[src/rtl/uart_threshold_bank.sv]
// Byte-command bank of NUM_CH signed thresholds driven from a UART byte link.
// Ports: clk/rst, rx_data/rx_valid in, tx_ready in, tx_start/tx_data out,
//        th_flat (all thresholds), sel_ch, busy, rx_drop.
module uart_threshold_bank #(
  parameter int NUM_CH = 7,
  parameter int WIDTH  = 16,
  parameter logic [NUM_CH*WIDTH-1:0] STEP_VEC = {7{16'sd1}},
  parameter logic [NUM_CH*WIDTH-1:0] MIN_VEC  = {7{-16'sd12}},
  parameter logic [NUM_CH*WIDTH-1:0] MAX_VEC  = {7{16'sd50}},
  parameter logic [NUM_CH*WIDTH-1:0] DEF_VEC  = {7{16'sd16}}
) (
  input  logic                    clk,
  input  logic                    rst,
  input  logic [7:0]              rx_data,
  input  logic                    rx_valid,
  input  logic                    tx_ready,
  output logic                    tx_start,
  output logic [7:0]              tx_data,
  output logic [NUM_CH*WIDTH-1:0] th_flat,
  output logic [4:0]              sel_ch,
  output logic                    busy,
  output logic                    rx_drop
);

  localparam int NB = (WIDTH + 7) / 8;
  localparam int SW = NB * 8;
  localparam logic [7:0] CH_LO = 8'h41;
  localparam logic [7:0] CH_HI = 8'(65 + NUM_CH);
  localparam logic [7:0] C_W   = 8'h77;
  localparam logic [7:0] C_S   = 8'h73;
  localparam logic [7:0] C_R   = 8'h72;
  localparam logic [7:0] C_Z   = 8'h7A;
  localparam logic [7:0] C_ERR = 8'h3F;

  typedef enum logic [1:0] {
    S_IDLE,
    S_ECHO,
    S_VAL,
    S_GUARD
  } state_t;

  state_t                   state_q;
  logic signed [WIDTH-1:0]  val_q [NUM_CH];
  logic [4:0]               sel_q;
  logic [7:0]               echo_q;
  logic                     need_val_q;
  logic [SW-1:0]            snap_q;
  logic [2:0]               cnt_q;
  logic                     tx_start_q;
  logic [7:0]               tx_data_q;
  logic                     rx_drop_q;

  logic signed [WIDTH-1:0]  cur;
  logic signed [WIDTH-1:0]  stp;
  logic signed [WIDTH-1:0]  lo;
  logic signed [WIDTH-1:0]  hi;
  logic signed [WIDTH-1:0]  df;
  logic signed [WIDTH:0]    sum;
  logic signed [WIDTH:0]    dif;
  logic signed [WIDTH:0]    lo_e;
  logic signed [WIDTH:0]    hi_e;
  logic signed [WIDTH-1:0]  val_d;
  logic                     upd_d;
  logic                     is_sel;
  logic [4:0]               sel_d;
  logic [7:0]               echo_d;
  logic                     need_val_d;

  // Per-channel constants and current value for the selected channel.
  always_comb begin
    cur = '0;
    stp = '0;
    lo  = '0;
    hi  = '0;
    df  = '0;
    for (int k = 0; k < NUM_CH; k++) begin
      if (sel_q == 5'(k)) begin
        cur = val_q[k];
        stp = STEP_VEC[k*WIDTH +: WIDTH];
        lo  = MIN_VEC[k*WIDTH +: WIDTH];
        hi  = MAX_VEC[k*WIDTH +: WIDTH];
        df  = DEF_VEC[k*WIDTH +: WIDTH];
      end
    end
  end

  // One extra bit keeps the step from wrapping before the limit compare.
  always_comb begin
    sum  = {cur[WIDTH-1], cur} + {stp[WIDTH-1], stp};
    dif  = {cur[WIDTH-1], cur} - {stp[WIDTH-1], stp};
    lo_e = {lo[WIDTH-1], lo};
    hi_e = {hi[WIDTH-1], hi};
  end

  always_comb begin
    is_sel     = (rx_data >= CH_LO) && (rx_data < CH_HI);
    sel_d      = 5'(rx_data - CH_LO);
    upd_d      = 1'b0;
    val_d      = cur;
    echo_d     = rx_data;
    need_val_d = 1'b1;
    unique case (1'b1)
      is_sel: begin
        need_val_d = 1'b0;
      end
      rx_data == C_W: begin
        upd_d = 1'b1;
        val_d = (sum > hi_e) ? hi : sum[WIDTH-1:0];
      end
      rx_data == C_S: begin
        upd_d = 1'b1;
        val_d = (dif < lo_e) ? lo : dif[WIDTH-1:0];
      end
      rx_data == C_Z: begin
        upd_d = 1'b1;
        val_d = df;
      end
      rx_data == C_R: begin
        upd_d = 1'b0;
      end
      default: begin
        need_val_d = 1'b0;
        echo_d     = C_ERR;
      end
    endcase
  end

  // tx_start_q doubles as the one-cycle tx_ready blanking after a send.
  always_ff @(posedge clk) begin
    if (rst) begin
      state_q    <= S_IDLE;
      for (int k = 0; k < NUM_CH; k++) begin
        val_q[k] <= DEF_VEC[k*WIDTH +: WIDTH];
      end
      sel_q      <= '0;
      echo_q     <= '0;
      need_val_q <= 1'b0;
      snap_q     <= '0;
      cnt_q      <= '0;
      tx_start_q <= 1'b0;
      tx_data_q  <= '0;
      rx_drop_q  <= 1'b0;
    end else begin
      tx_start_q <= 1'b0;
      rx_drop_q  <= rx_valid && (state_q != S_IDLE);
      unique case (state_q)
        S_IDLE: begin
          if (rx_valid) begin
            if (is_sel) begin
              sel_q <= sel_d;
            end
            for (int k = 0; k < NUM_CH; k++) begin
              if (upd_d && (sel_q == 5'(k))) begin
                val_q[k] <= val_d;
              end
            end
            echo_q     <= echo_d;
            need_val_q <= need_val_d;
            state_q    <= S_ECHO;
          end
        end
        S_ECHO: begin
          if (tx_ready && !tx_start_q) begin
            tx_start_q <= 1'b1;
            tx_data_q  <= echo_q;
            cnt_q      <= '0;
            snap_q     <= SW'(cur);
            state_q    <= need_val_q ? S_VAL : S_GUARD;
          end
        end
        S_VAL: begin
          if (tx_ready && !tx_start_q) begin
            tx_start_q <= 1'b1;
            tx_data_q  <= snap_q[7:0];
            snap_q     <= snap_q >> 8;
            if (cnt_q == 3'(NB - 1)) begin
              state_q <= S_GUARD;
            end else begin
              cnt_q <= cnt_q + 3'd1;
            end
          end
        end
        S_GUARD: begin
          state_q <= S_IDLE;
        end
        default: begin
          state_q <= S_IDLE;
        end
      endcase
    end
  end

  for (genvar k = 0; k < NUM_CH; k++) begin : g_th
    assign th_flat[k*WIDTH +: WIDTH] = val_q[k];
  end

  assign tx_start = tx_start_q;
  assign tx_data  = tx_data_q;
  assign sel_ch   = sel_q;
  assign busy     = (state_q != S_IDLE);
  assign rx_drop  = rx_drop_q;

endmodule
[config.mk]
export PLATFORM = sky130hd
export DESIGN_NAME = uart_threshold_bank
export DESIGN_NICKNAME = d
export VERILOG_FILES = /design/src/rtl/uart_threshold_bank.sv
export SDC_FILE = /design/constraint.sdc
export NUM_CORES = 1
export LEC_CHECK = 0
export CORE_UTILIZATION = 40
export CTS_CLUSTER_SIZE = 10
export DETAILED_ROUTE_END_ITERATION = 10
export PLACE_DENSITY = 0.59
export SYNTH_ARGS = -nofsm -noshare
export SYNTH_HDL_FRONTEND = slang
export SYNTH_SLANG_ARGS = --single-unit
[constraint.sdc]
create_clock -name clk -period 7.9 [get_ports clk]
set_clock_uncertainty 0.1 [all_clocks]
set_input_delay 1.58 -clock clk [delete_from_list [all_inputs] [get_ports clk]]
set_output_delay 1.58 -clock clk [all_outputs]
set_load 0.05 [all_outputs]
Yosys cells after proc, flatten, opt, wreduce, memory -nomap -nowiden:

Memories as Yosys holds them, arrays and structs flattened.
Cells that the tools add are included.

* register bits: 45
* memory bits (writable): 112
* input bits: 12
* output and inout port bits: 128
* logic and storage cells: 172
* memories: 1

Memories
* val_q: words 7, bits a word 16, read ports 7, clocked after memory_dff 0, wr ports 7, line 43 `logic signed [WIDTH-1:0] val_q [NUM_CH];`

* add/subtract/negate cells: 4
* order comparisons: 4
* equal/unequal tests: 19
* muxes and demuxes: 102
* bitwise gates (word level): 8
* reductions and logical operators: 25

Operators by type and width (number)
* $mux W16: 37
* $pmux W16 S3: 1
* $mux W1: 42
* $eq A8 B7 Y1 const B: 4
* $pmux W16 S2: 1
* $mux W6: 4
* $mux W8: 3
* $mux W5: 4
* $add A16 B16 Y17: 1
* $gt A17 B16 Y1: 1
* $lt A17 B16 Y1: 1
* $sub A16 B16 Y17: 1
* $pmux W8 S2: 1
* $eq A5 B3 Y1 const B: 3
* $eq A5 B2 Y1 const B: 2
* $logic_and A1 B1 Y1: 10
* $ne A2 B2 Y1 const B: 5
* $mux W3: 3
* $ge A8 B7 Y1 const B: 1
* $lt A8 B7 Y1 const B: 1
* $mux W2: 4
* $pmux W2 S4: 1
* $reduce_and A4 Y1: 2
* $or A1 B1 Y1: 7
* other kinds (18): 22

Depth between registers and ports, before layout:

* word-level depth: 13
* mapped depth: 29
* gate-level depth less buffers: 22

Worst setup path after synthesis:

No wires, ideal clock.

* path type: register -> register
* start point: reg sel_q[0], in the netlist sel_ch[0]
* end point: mem val_q[1][10], data pin
* setup time: 0.269 ns
* arrival: 6.179 ns
* required time: 7.531 ns
* setup slack: 1.352 ns
* cell stages (with the launch flop): 29
* path buffers: 6
* period minus slack after synthesis: 6.548 ns
* cell sequence: dfxtp_1 buf_2 buf_4 buf_6 buf_4 buf_2 mux4_2 nor2b_1 a31oi_1 o22a_1 ha_1 ha_1 nand3_1 or3b_2 xor2_1 ha_1 a21o_1 a21o_1 a21o_1 a21o_1 a21oi_1 o21ai_0 or2_2 clkbuf_1 o21a_1 a21oi_1 nor2_1 a211oi_2 nor2_1

RTL lines
* start, declared: line 44 `logic [4:0] sel_q;`
* start signal, assigned: line 150 `sel_q <= sel_d;`
* end, declared: line 43

==> insert_results.sql <==
INSERT INTO impl_metrics (metric_group, metric, value, unit) VALUES
('place', 'routabilityCongestion', '0.933', ''),
('die', 'rows', '54', ''),
('critical_path', 'timing.setup.critical_path_class', 'reg -> reg', ''),
('clock_network', 'cts_tree', 'done', ''),
('cells_and_area', 'antennaDiodeCount', '0', ''),
('grt', 'grt_util_met3', '4.08', '%'),
('place', 'place_worst_setup_slack', '1.16', 'ns'),
('power_and_ir_drop', 'powerDensity', '218', 'mW/mm^2'),
('routing', 'antenna_left', '0', ''),
('synth', 'synth_largest_area_cell', 'edfxtp_1', ''),
('routing', 'num_vias', '7852', ''),
('cells_and_area', 'area_growth_syn_to_layout', '24.7', '%'),
('synth', 'post_synth_instance_area', '0.00898', 'sq mm'),
('clock_network', 'htree_num_levels', '4', ''),
('place', 'post-dp-hpwl', '22100', 'um'),
('cells_and_area', 'layout_common_cells', 'nor2_1 (180), clkdlybuf4s50_1 (138), edfxtp_1 (112)', ''),
('synth', 'async_reset_ff_share', '0', '%'),
('grt', 'antenna_violations_before_repair', '0', ''),
('grt', 'grt_use_met2', '42.4', '%'),
('place', 'port_buffers', '139', ''),
('synth', 'syn_nets', '980', ''),
('grt', 'globalRoute.totalOverflow', '0', ''),
('critical_path', 'cpMaxStageDelayCell', 'dfxtp_2', ''),
('cells_and_area', 'filler_cell_count', '2061', ''),
('routing', 'drc_errors', '0', ''),
('sta', 'tightest_slew', '1.01', 'ns'),
('cells_and_area', 'drive_gt1_share', '8.37', '%'),
('power_and_ir_drop', 'static-leakage-power', '4.03', 'nW'),
('sta', 'fin_ws', '1.02', 'ns'),
('clock_network', 'cts.repair_timing.setup_buffer_count', '0', ''),
('critical_path', 'max_stage_delay', '0.82', 'ns'),
('routing', 'first_iter_violations', '883', ''),
('clock_network', 'cts_made_buffers', '17', ''),
('sta', 'timing.setup.tns', '0', 'ns'),
('cells_and_area', 'area_occupied_by_multi_input_gates', '0.00437', 'sq mm'),
('synth', 'synth-warning-count', '0', ''),
('die', 'core_area', '0.0219', 'sq mm'),
('critical_path', 'critical_path.n_buffers_inverters', '0', ''),
('critical_path', 'timing.critical_path.to_type', 'register', ''),
('grt', 'global_route_wire_length_before_repair', '46100', 'um'),
('sta', 'rsz0062_at_grt', 'no', ''),
('critical_path', 'worstPathArrival', '6.93', 'ns'),
('synth', 'synth_largest_type_area_fraction', '37.4', '%'),
('die', 'ios', '140', ''),
('routing', 'wirelength', '30000', 'um'),
('die', 'chipHeight', '152', 'um'),
('sta', 'fmax', '145', 'MHz'),
('critical_path', 'path_cells', 'mux4_2 > nor2b_1 > a31oi_1 > o22a_1 > ha_1 > nand2_1 > or4b_1 > nor3_1 > nand2_1 > xnor2_1 > ha_1 > nand4_1 > nor2_1 > o31ai_1 > a311oi_1 > or2_2 > o21ai_0 > a221oi_1 > mux2i_1 > a22oi_1 > nor2_1', ''),
('power_and_ir_drop', 'finalPower', '2.44', 'mW'),
('cells_and_area', 'finalNetCount', '1103', ''),
('sta', 'setup_viol_count_final', '0', ''),
('place', 'post_dp_cell_area', '0.0106', 'sq mm'),
('routing', 'drtPass1Iterations', '5', ''),
('synth', 'synthCells', '939', ''),
('synth', 'syn-mean-instance-area', '9.57', 'sq um'),
('worst_hold_path', 'min-delay-path-class', 'reg -> reg', ''),
('critical_path', 'worst_ep_required_time', '7.95', 'ns'),
('die', 'floorplan.die_area', '0.0231', 'sq mm'),
('synth', 'synth.distinct_cells', '83', ''),
('grt', 'largest_net_degree_at_the_start_of_global_routing', '59', ''),
('cells_and_area', 'finish.instance_area', '0.0112', 'sq mm'),
('clock_network', 'root_buffer', 'clkbuf_16', ''),
('grt', 'number_of_global_route_vias_before_repair', '7453', ''),
('sta', 'final.min_clock_period', '6.88', 'ns'),
('synth', 'synth-seq-area-share', '47.5', '%'),
('routing', 'drt-vias-per-instance', '5.79', ''),
('status', 'outcome', 'finished, final reports clean', ''),
('power_and_ir_drop', 'vdd.ir_drop.worst', '0.000189', 'V'),
('clock_network', 'cts_resized', '0', ''),
('clock_network', 'hold_buffers', '0', ''),
('cells_and_area', 'final_common_cell', 'nor2_1', '');
## area by class of cell
type                    instances  area share (%)
well taps                     280            3.13
clock inverters                13            1.15
clock buffers                  19            4.05
multi-input cells             703            39.0
flip-flops and latches        157            38.1
inverters                      22           0.737
repair buffers                161            13.8
## worst paths after layout
path	start	to	slack [ns]	depth (start not counted)
setup reg to reg	sel_ch[0]	val_q[1][2]	1.02	21
hold reg to reg	snap_q[8]	snap_q[8]	0.36	2
hold / removal	snap_q[8]	snap_q[8]	0.36	2
setup / recovery	sel_ch[0]	val_q[1][2]	1.02	21
## kinds of logic (layout without fill, tap and decap cells)
family          Yosys count  after routing  synth area share (%)
flops                   157            157                  47.5
compound gates          210            210                  17.1
simple gates            410            410                  21.5
mux                      29             29                  3.57
buf+inv                  79            215                  3.89
xor+xnor                 25             25                  2.44
fa+ha+maj                29             29                  4.04
## worst register-to-register path: stages, from the launching register on
cell and delay, ns:
dfxtp_2 0.82, mux4_2 0.59, nor2b_1 0.16, a31oi_1 0.22, o22a_1 0.37, ha_1 0.30, nand2_1 0.16, or4b_1 0.62
nor3_1 0.39, nand2_1 0.12, xnor2_1 0.21, ha_1 0.32, nand4_1 0.11, nor2_1 0.13, o31ai_1 0.10, a311oi_1 0.36
or2_2 0.27, o21ai_0 0.12, a221oi_1 0.45, mux2i_1 0.14, a22oi_1 0.46, nor2_1 0.11
## power by group
part	internal, mW	total (mW)	leakage (nW)	switching [mW]
clock	0.462	0.824	0.295	0.362
combinational	0.203	0.619	2.24	0.416
sequential	0.952	0.996	1.50	0.0441
total	1.62	2.44	4.03	0.822
## sequential cells by signal (all words and copies together), names as in the netlist
signal      cells
echo_q          8
need_val_q      1
tx_data         8
sel_ch          5
cnt_q           3
rx_drop         1
tx_start        1
val_q         112
state_q         2
snap_q         16
## Yosys cell counts (5+ instances only)
master	count
buf_4	5
nor2_1	180
nor4_1	7
xnor2_1	18
mux2i_1	23
edfxtp_1	112
a21o_1	12
ha_1	29
o21ai_0	34
a211oi_1	20
inv_1	21
o21a_1	9
or3_1	9
nand2b_1	24
nand3b_1	5
dfxtp_1	45
nor2b_1	16
clkbuf_1	36
a21oi_1	41
buf_2	9
o211ai_1	6
nor3_1	35
a22oi_1	13
and2_1	5
nand4_1	6
xor2_1	7
a222oi_1	5
o21ai_1	5
nand2_1	70
a31oi_1	8
nand3_1	24
## metrics by stage
stage / cells / utilization, % / hold slack (ns)
floorplan: 939 / - / 0.332
global placement: 1323 / 48.5 / 0.343
detailed placement: 1323 / 48.5 / 0.349
CTS: 1355 / 51.2 / 0.359
global route: 1355 / 51.2 / 0.382
finish: 1355 / 51.2 / 0.357
## metal layers
layer | up-vias | share of wire, %
li1 | 3675 | -
met1 | 3799 | 44
met2 | 341 | 48
met3 | 37 | 6.1
met4 | 0 | 2.0
met5 | - | 0
(Power assumes the default switching activity.)
